[src/rtl/stepper_move_ctrl.sv]
// Move sequencer for the stepper phase FSM: start/busy command handshake, step_tick pacing, position tracking, abort.
// Optional build macro STEP_RAMP_EN: the first two step intervals of each move last 2P cycles.
module stepper_move_ctrl #(
  parameter int DIV_W = 16,
  parameter int CNT_W = 8,
  parameter int POS_W = 8
) (
  input  logic             CP,
  input  logic             CR,
  input  logic             start,
  input  logic             dir_in,
  input  logic [CNT_W-1:0] steps,
  input  logic [DIV_W-1:0] period,
  input  logic             abort,
  output logic             busy,
  output logic             done,
  output logic             step_tick,
  output logic             Sin,
  output logic [POS_W-1:0] pos,
  output logic [CNT_W-1:0] remaining
);

  typedef enum logic [1:0] {IDLE, RUN, FIN} state_t;

  state_t           state, state_n;
  logic [DIV_W-1:0] div_q, div_n;
  logic [DIV_W-1:0] per_q, per_n;    // latched effective period minus one
  logic             ramp_q, ramp_n;  // next reload uses the long interval
  logic             busy_n, done_n, tick_n, sin_n;
  logic [POS_W-1:0] pos_n;
  logic [CNT_W-1:0] rem_n;
  logic [DIV_W-1:0] cmd_pm1;

  // Reload value for a 2P interval: 2P-1 == {P-1, 1}, saturating at all-ones.
  function automatic logic [DIV_W-1:0] long_reload(input logic [DIV_W-1:0] pm1);
`ifdef STEP_RAMP_EN
    if (pm1[DIV_W-1])
      return '1;
    else
      return {pm1[DIV_W-2:0], 1'b1};
`else
    return pm1;
`endif
  endfunction

  always_comb begin
    cmd_pm1 = (period == '0) ? '0 : period - DIV_W'(1);
  end

  always_comb begin
    state_n = state;
    div_n   = div_q;
    per_n   = per_q;
    ramp_n  = ramp_q;
    busy_n  = 1'b0;
    done_n  = 1'b0;
    tick_n  = 1'b0;
    sin_n   = Sin;
    pos_n   = pos;
    rem_n   = remaining;
    case (state)
      IDLE: begin
        if (start) begin
          if (steps != '0) begin
            per_n   = cmd_pm1;
            div_n   = long_reload(cmd_pm1);
            ramp_n  = 1'b1;
            sin_n   = dir_in;
            rem_n   = steps;
            busy_n  = 1'b1;
            state_n = RUN;
          end else begin
            done_n = 1'b1;
          end
        end
      end
      RUN: begin
        busy_n = 1'b1;
        // Abort wins over a tick falling due on the same edge.
        if (abort) begin
          busy_n  = 1'b0;
          state_n = FIN;
        end else if (div_q == '0) begin
          tick_n = 1'b1;
          rem_n  = remaining - CNT_W'(1);
          pos_n  = Sin ? pos + POS_W'(1) : pos - POS_W'(1);
          div_n  = ramp_q ? long_reload(per_q) : per_q;
          ramp_n = 1'b0;
          if (remaining == CNT_W'(1)) begin
            busy_n  = 1'b0;
            state_n = FIN;
          end
        end else begin
          div_n = div_q - DIV_W'(1);
        end
      end
      FIN: begin
        done_n  = 1'b1;
        state_n = IDLE;
      end
      default: state_n = IDLE;
    endcase
  end

  always_ff @(posedge CP) begin
    if (CR) begin
      state     <= IDLE;
      div_q     <= '0;
      per_q     <= '0;
      ramp_q    <= 1'b0;
      busy      <= 1'b0;
      done      <= 1'b0;
      step_tick <= 1'b0;
      Sin       <= 1'b0;
      pos       <= '0;
      remaining <= '0;
    end else begin
      state     <= state_n;
      div_q     <= div_n;
      per_q     <= per_n;
      ramp_q    <= ramp_n;
      busy      <= busy_n;
      done      <= done_n;
      step_tick <= tick_n;
      Sin       <= sin_n;
      pos       <= pos_n;
      remaining <= rem_n;
    end
  end

endmodule

[config.mk]
export PLATFORM = sky130hd
export DESIGN_NAME = stepper_move_ctrl
export DESIGN_NICKNAME = d
export VERILOG_FILES = /design/src/rtl/stepper_move_ctrl.sv
export SDC_FILE = /design/constraint.sdc
export NUM_CORES = 1
export LEC_CHECK = 0
export CAP_MARGIN = 10
export CORE_MARGIN = 10
export CORE_UTILIZATION = 55
export DETAILED_ROUTE_END_ITERATION = 7
export PLACE_DENSITY = 0.85
export SLEW_MARGIN = 20
export SYNTH_ARGS = -nofsm -noshare
export SYNTH_HDL_FRONTEND = slang
export SYNTH_SLANG_ARGS = --single-unit
[constraint.sdc]
create_clock -name CP -period 3 [get_ports CP]
set_clock_uncertainty 0.05 [all_clocks]
set_input_delay 0.75 -clock CP [delete_from_list [all_inputs] [get_ports CP]]
set_output_delay 0.75 -clock CP [all_outputs]
set_load 0.01 [all_outputs]
=== Word-level counts from Yosys, hierarchy flattened ===
Cells that the tools add are included.

* Memory bits (writable): 0
* Bits in latches: 0
* Bits in read-only memories: 0
* Output and inout port bits: 20
* Input bits: 29
* Register bits after elaboration: 54
* Word-level logic and storage cells: 64
* Memories: 0

* Magnitude comparators: 0
* Shift-type cells: 0
* Multiplexer cells: 28
* Reduce and logical (&&, ||, !) cells: 11
* Divide/modulo/power cells: 0
* Multipliers: 0
* Bitwise logic cells: 2
* Equal/unequal tests: 9
* $add $sub $neg: 5

{| class="wikitable"
|+ Operators with widths
! operator !! number
|-
| 16-bit two-way mux || 5
|-
| 8-bit two-way mux || 5
|-
| 16-bit zero test || 2
|-
| 16-bit case mux with 2 select lines || 1
|-
| 16-bit by 1-bit subtractor with 16-bit output, second input constant || 2
|-
| 8-bit case mux with 2 select lines || 1
|-
| 8-bit by 1-bit subtractor with 8-bit output, second input constant || 2
|-
| 2-bit two-way mux || 5
|-
| 8-bit by 1-bit adder with 8-bit output, second input constant || 1
|-
| 8-bit by 1-bit == test with 1-bit output, second input constant || 1
|-
| 1-bit two-way mux || 8
|-
| 2-bit != test, second input constant || 4
|-
| 4-bit AND reduction || 2
|-
| 8-bit nonzero test || 1
|-
| 3-bit != test, second input constant || 2
|-
| 3-bit AND reduction || 2
|-
| 5-bit AND reduction || 1
|-
| 1-bit case mux with 2 select lines || 2
|-
| 2-bit case mux with 2 select lines || 1
|-
| 3-bit OR reduction || 1
|-
| 2-bit by 1-bit == test with 1-bit output, second input constant || 1
|-
| 2-bit == test, second input constant || 1
|-
| 2-bit zero test || 1
|-
| 1-bit inverter || 2
|-
| 2-bit nonzero test || 1
|}

=== Depth between registers and ports, before layout ===
* Depth after elaboration: 5
* Gate-level depth with buffers: 8
* Depth with buffers taken out: 7

=== Worst setup path after synthesis ===
OpenSTA, ideal clock, no wires.

* Kind: input port to flip-flop
* From: input steps[4]
* To: register div_q[2]
* Data arrival time: 2.226 ns
* Required time: 2.831 ns
* Setup slack: 0.606 ns
* Library setup time: 0.119 ns
* Stages: 5
* Buffers on the path: 1
* Cells stage by stage: or4_1 > o211ai_4 > nand2_2 > buf_2 > o221a_1

* Longest elaborated chain between the ends: 3

{| class="wikitable"
|+ RTL lines
! element !! line !! RTL
|-
| start: declaration || 12 || <nowiki>input logic [CNT_W-1:0] steps,</nowiki>
|-
| 8-bit nonzero test || 64 || <nowiki>if (steps != '0) begin</nowiki>
|-
| 2-bit != test (no line) || -- ||
|-
| 4-bit AND reduction (no line) || -- ||
|-
| end signal: assignment || 119 || <nowiki>div_q <= div_n;</nowiki>
|-
| end: declaration || 26 || <nowiki>logic [DIV_W-1:0] div_q, div_n;</nowiki>
|}

No other way between the ends.
A chain may end at the register's enable or synchronous reset.

=== Worst setup path in the final report ===
* From: input period[6]
* To: register div_q[14]

* Longest elaborated chain between the ends: 5
* Elaborated cells on any way between the ends: 6
* Classes of those cells: add/sub (1); mux (4); reduce/logical (1)

{| class="wikitable"
|+ RTL lines
! element !! line !! RTL
|-
| start: declaration || 13 || <nowiki>input logic [DIV_W-1:0] period,</nowiki>
|-
| 16-bit by 1-bit subtractor with 16-bit output or 16-bit zero test (tied branches) || 47 || <nowiki>cmd_pm1 = (period == '0) ? '0 : period - DIV_W'(1);</nowiki>
|-
| 16-bit two-way mux (*) || 47 ||
|-
| 16-bit two-way mux (*) || 64 ||
|-
| 16-bit two-way mux (*) || 63 || <nowiki>if (start) begin</nowiki>
|-
| 16-bit case mux with 2 select lines (*) || 61 || <nowiki>case (state)</nowiki>
|}

Every way passes the cells marked *; elsewhere a longest branch is shown, timed or not. The select of a mux whose other input is x is not followed.

==> qor.csv <==
stage,metric,value,unit
cells_and_area,final_area,4210,µm²
clocking,cts.sinks,54,
cells_and_area,antennaDiodeCount,0,
detailed_routing,drtIter0Drc,359,
floorplanning,initial_core_util,0.577,
yosys,synth_area,3470,µm²
pwr,power.density,449,nW/µm²
detailed_routing,first_pass_iters,5,
detailed_routing,wl_per_cell,16.9,µm
floorplanning,dieArea,9900,µm²
grt,grt_antenna_before_repair,0,
timing,finalSetupViolCount,0,
worst_setup_path,crit_path_start_kind,input port,
timing,min_period,2.71,ns
yosys,synth_top_area_frac,0.311,
yosys,syn_inst,434,
yosys,synth.avg_cell_area,8.01,µm²
grt,grt_pass1_vias,3295,
grt,grt_pass1_wl,15800,µm
detailed_routing,avgViaCountPerCell,6.33,
cells_and_area,drive_gt1_frac,0.0883,
clocking,cts_tree,yes,
worst_setup_path,crit_path_end_kind,register,
detailed_routing,vias,3558,
worst_setup_path,crit_type,in2reg,
worst_setup_path,ff2ff_setup_slack,0.70,ns
worst_hold_path,hp-class,reg2reg,
worst_setup_path,crit_required,3.14,ns
yosys,async_flop_share,0,
clocking,cts_inserted_buffers,5,
grt,grt.total_usage,0.186,
timing,timing.hold.ws,0.412,ns
floorplanning,die_h,99.5,µm
placement,placed_cell_area,4100,µm²
timing,relSlewSlack,0.465,
timing,worst_pin_slew,0.796,ns
detailed_routing,wl,9500,µm
yosys,ys.flop_type,dfxtp_1,
clocking,h-tree-depth,2,
cells_and_area,fillCellCount,511,
worst_setup_path,cp_slowest_cell,or4_1,
floorplanning,die_x,99.5,µm
clocking,clk_latency,0.31,ns
yosys,synthMostInstantiatedCell,dfxtp_1,
worst_setup_path,path_delay_family,simple AND/OR/NAND/NOR gates,
yosys,synth-edff-count,0,
detailed_routing,drc_errors,0,
pwr,power,1.89,mW
placement,gp_congestion,0.887,
floorplanning,io_pins,49,
yosys,ys_types,69,
yosys,ys_ff_latch,54,
worst_setup_path,cp.arrival,2.85,ns
outcome,status,"complete, no violations",
yosys,yosys-top-cells-count,"dfxtp_1, nand2_1, nor2_1",
worst_hold_path,min-delay-start,per_q[1]$_SDFFE_PP0P_,
placement,hpwl,6860,µm
worst_setup_path,max_stage_delay,0.71,ns
clocking,postCtsSetupBuffers,0,
worst_setup_path,worstPathMaxFanout,7,
timing,rsz0062_at_grt,false,
yosys,yosys_warnings,0,
cells_and_area,nets,527,
yosys,syn_nets,475,
timing,min_period_over_period,0.905,
worst_setup_path,cp_cell_sequence,clkdlybuf4s50_1 -> or4_1 -> nor4_4 -> a21boi_0 -> o21ai_0 -> a31oi_1,
grt,grt_max_degree,52,
cells_and_area,syn_to_final_growth,21.1,%
worst_setup_path,r2r_cells,7,
detailed_routing,final_antenna_net_count,0,
timing,max_clock_freq,0.368,GHz
yosys,ys_seq_area_frac,0.311,
worst_setup_path,r2r_start,div_q[0]$_SDFFE_PP0P_,
pwr,leakage,1.60,nW
pwr,vdd_ir_drop_max,0.227,mV
clocking,cts_hold_buf,0,
clocking,cts_resized,0,
job,drv_cap,0,
clocking,root_buffer,clkbuf_8,
timing,hold_violations,0,
worst_hold_path,whs_path_depth,2,
worst_setup_path,crit_buf_inv,1,
floorplanning,num_rows,28,
floorplanning,core,6030,µm²
placement,port_buffers,48,
yosys,yosys.area.top_type,dfxtp_1,
grt,grt_overflow,0,
clocking,clockBufferDepth,2,
clocking,path_clk_slew,0.09,ns
worst_setup_path,r2r_end,remaining[0]$_SDFFE_PP0P_,
yosys,ys_top_cells_by_area,"dfxtp_1, nand2_1, a21oi_1, nor2_1, ha_1",
timing,slew_violations,0,
worst_hold_path,hold_end,per_q[1]$_SDFFE_PP0P_,
-- state kept, by name, summed over array words and instances, names as in the netlist --
name       cells
step_tick      1
state          2
busy           1
per_q         16
pos            8
done           1
Sin            1
div_q         16
remaining      8
-- layout by cell type (no fill, tap or decap), types with 3 or more instances in the layout --
cell type / count
a31oi_1: 6
or4_1: 5
xnor2_1: 12
nor2_1: 41
inv_1: 12
nor3_1: 15
and4_1: 3
o41ai_1: 5
ha_1: 11
a21oi_1: 37
o21ai_0: 11
a311oi_1: 6
nand2b_1: 4
nand4b_1: 3
o21ai_1: 7
nand4_1: 7
nor4_1: 6
buf_4: 17
o31ai_1: 3
nor2b_1: 4
a21o_1: 4
dfxtp_1: 54
a211o_1: 3
nand3_1: 20
o211ai_1: 5
mux2i_1: 12
nand2_1: 51
a211oi_1: 7
clkbuf_8: 8
or3_1: 4
xor2_1: 9
clkdlybuf4s50_1: 47
a32oi_1: 3
-- metrics by stage --
step / setup WS [ns] / TNS, ns / util / std cells
CTS: 0.325 / 0 / 0.698 / 562
global placement: 0.0680 / 0 / 0.680 / 554
global route: 0.177 / 0 / 0.698 / 562
floorplan: 0.606 / 0 / - / 434
detailed placement: -0.00534 / -0.00534 / 0.680 / 554
finish: 0.286 / 0 / 0.698 / 562
-- worst register-to-register path, stage by stage, from the launching register on --
cell and delay, ns:
dfxtp_1 0.37, inv_1 0.10, ha_1 0.15, nor4b_2 0.35, nand4_1 0.29, a22oi_2 0.46
o21ai_1 0.13, a221oi_1 0.30
-- layer usage --
layer | up-vias | GRT usage | wire length [µm] | share of wire
met5 | - | 0 | 0 | 0
met4 | 0 | 0.0540 | 68 | 0.0072
met3 | 8 | 0.0304 | 826 | 0.087
met2 | 170 | 0.319 | 4700 | 0.50
met1 | 1664 | 0.234 | 3900 | 0.41
li1 | 1716 | - | - | -
-- power by group --
group | leakage [nW] | switching (mW) | internal, mW
clock | 0.0575 | 0.240 | 0.234
sequential | 0.443 | 0.0600 | 0.772
combinational | 1.10 | 0.332 | 0.250
-- final cells by class --
| cell class | instances | area, µm² | share of cell area |
|---|---|---|---|
| Tap cell | 75 | 93.8 | 0.0223 |
| Timing Repair Buffer | 66 | 623 | 0.148 |
| Sequential cell | 54 | 1080 | 0.257 |
| Clock buffer | 8 | 110 | 0.0262 |
| Multi-Input combinational cell | 346 | 2250 | 0.535 |
| Inverter | 13 | 48.8 | 0.0116 |
-- cells by family after synthesis --
family | after synthesis | synth area share
muxes | 14 | 0.0411
adders and majority gates | 12 | 0.0454
and+or+nand+nor | 180 | 0.273
xor gates and xnor gates | 21 | 0.0529
DFF | 54 | 0.311
AOI/OAI and AO/OA | 119 | 0.235
buffers and inverters | 34 | 0.0414
-- how the worst max path moves through the flow --
stage,from,endpoint,cells after the start
floorplan,steps[4],div_q[2]$_SDFFE_PP0P_,5
global placement,period[6],per_q[11]$_SDFFE_PP0P_,6
detailed placement,period[6],div_q[14]$_SDFFE_PP0P_,6
CTS,period[6],div_q[14]$_SDFFE_PP0P_,6
global route,period[6],div_q[14]$_SDFFE_PP0P_,6
finish,period[6],div_q[14]$_SDFFE_PP0P_,6
No activity file was read; power rests on OpenSTA's default activity.
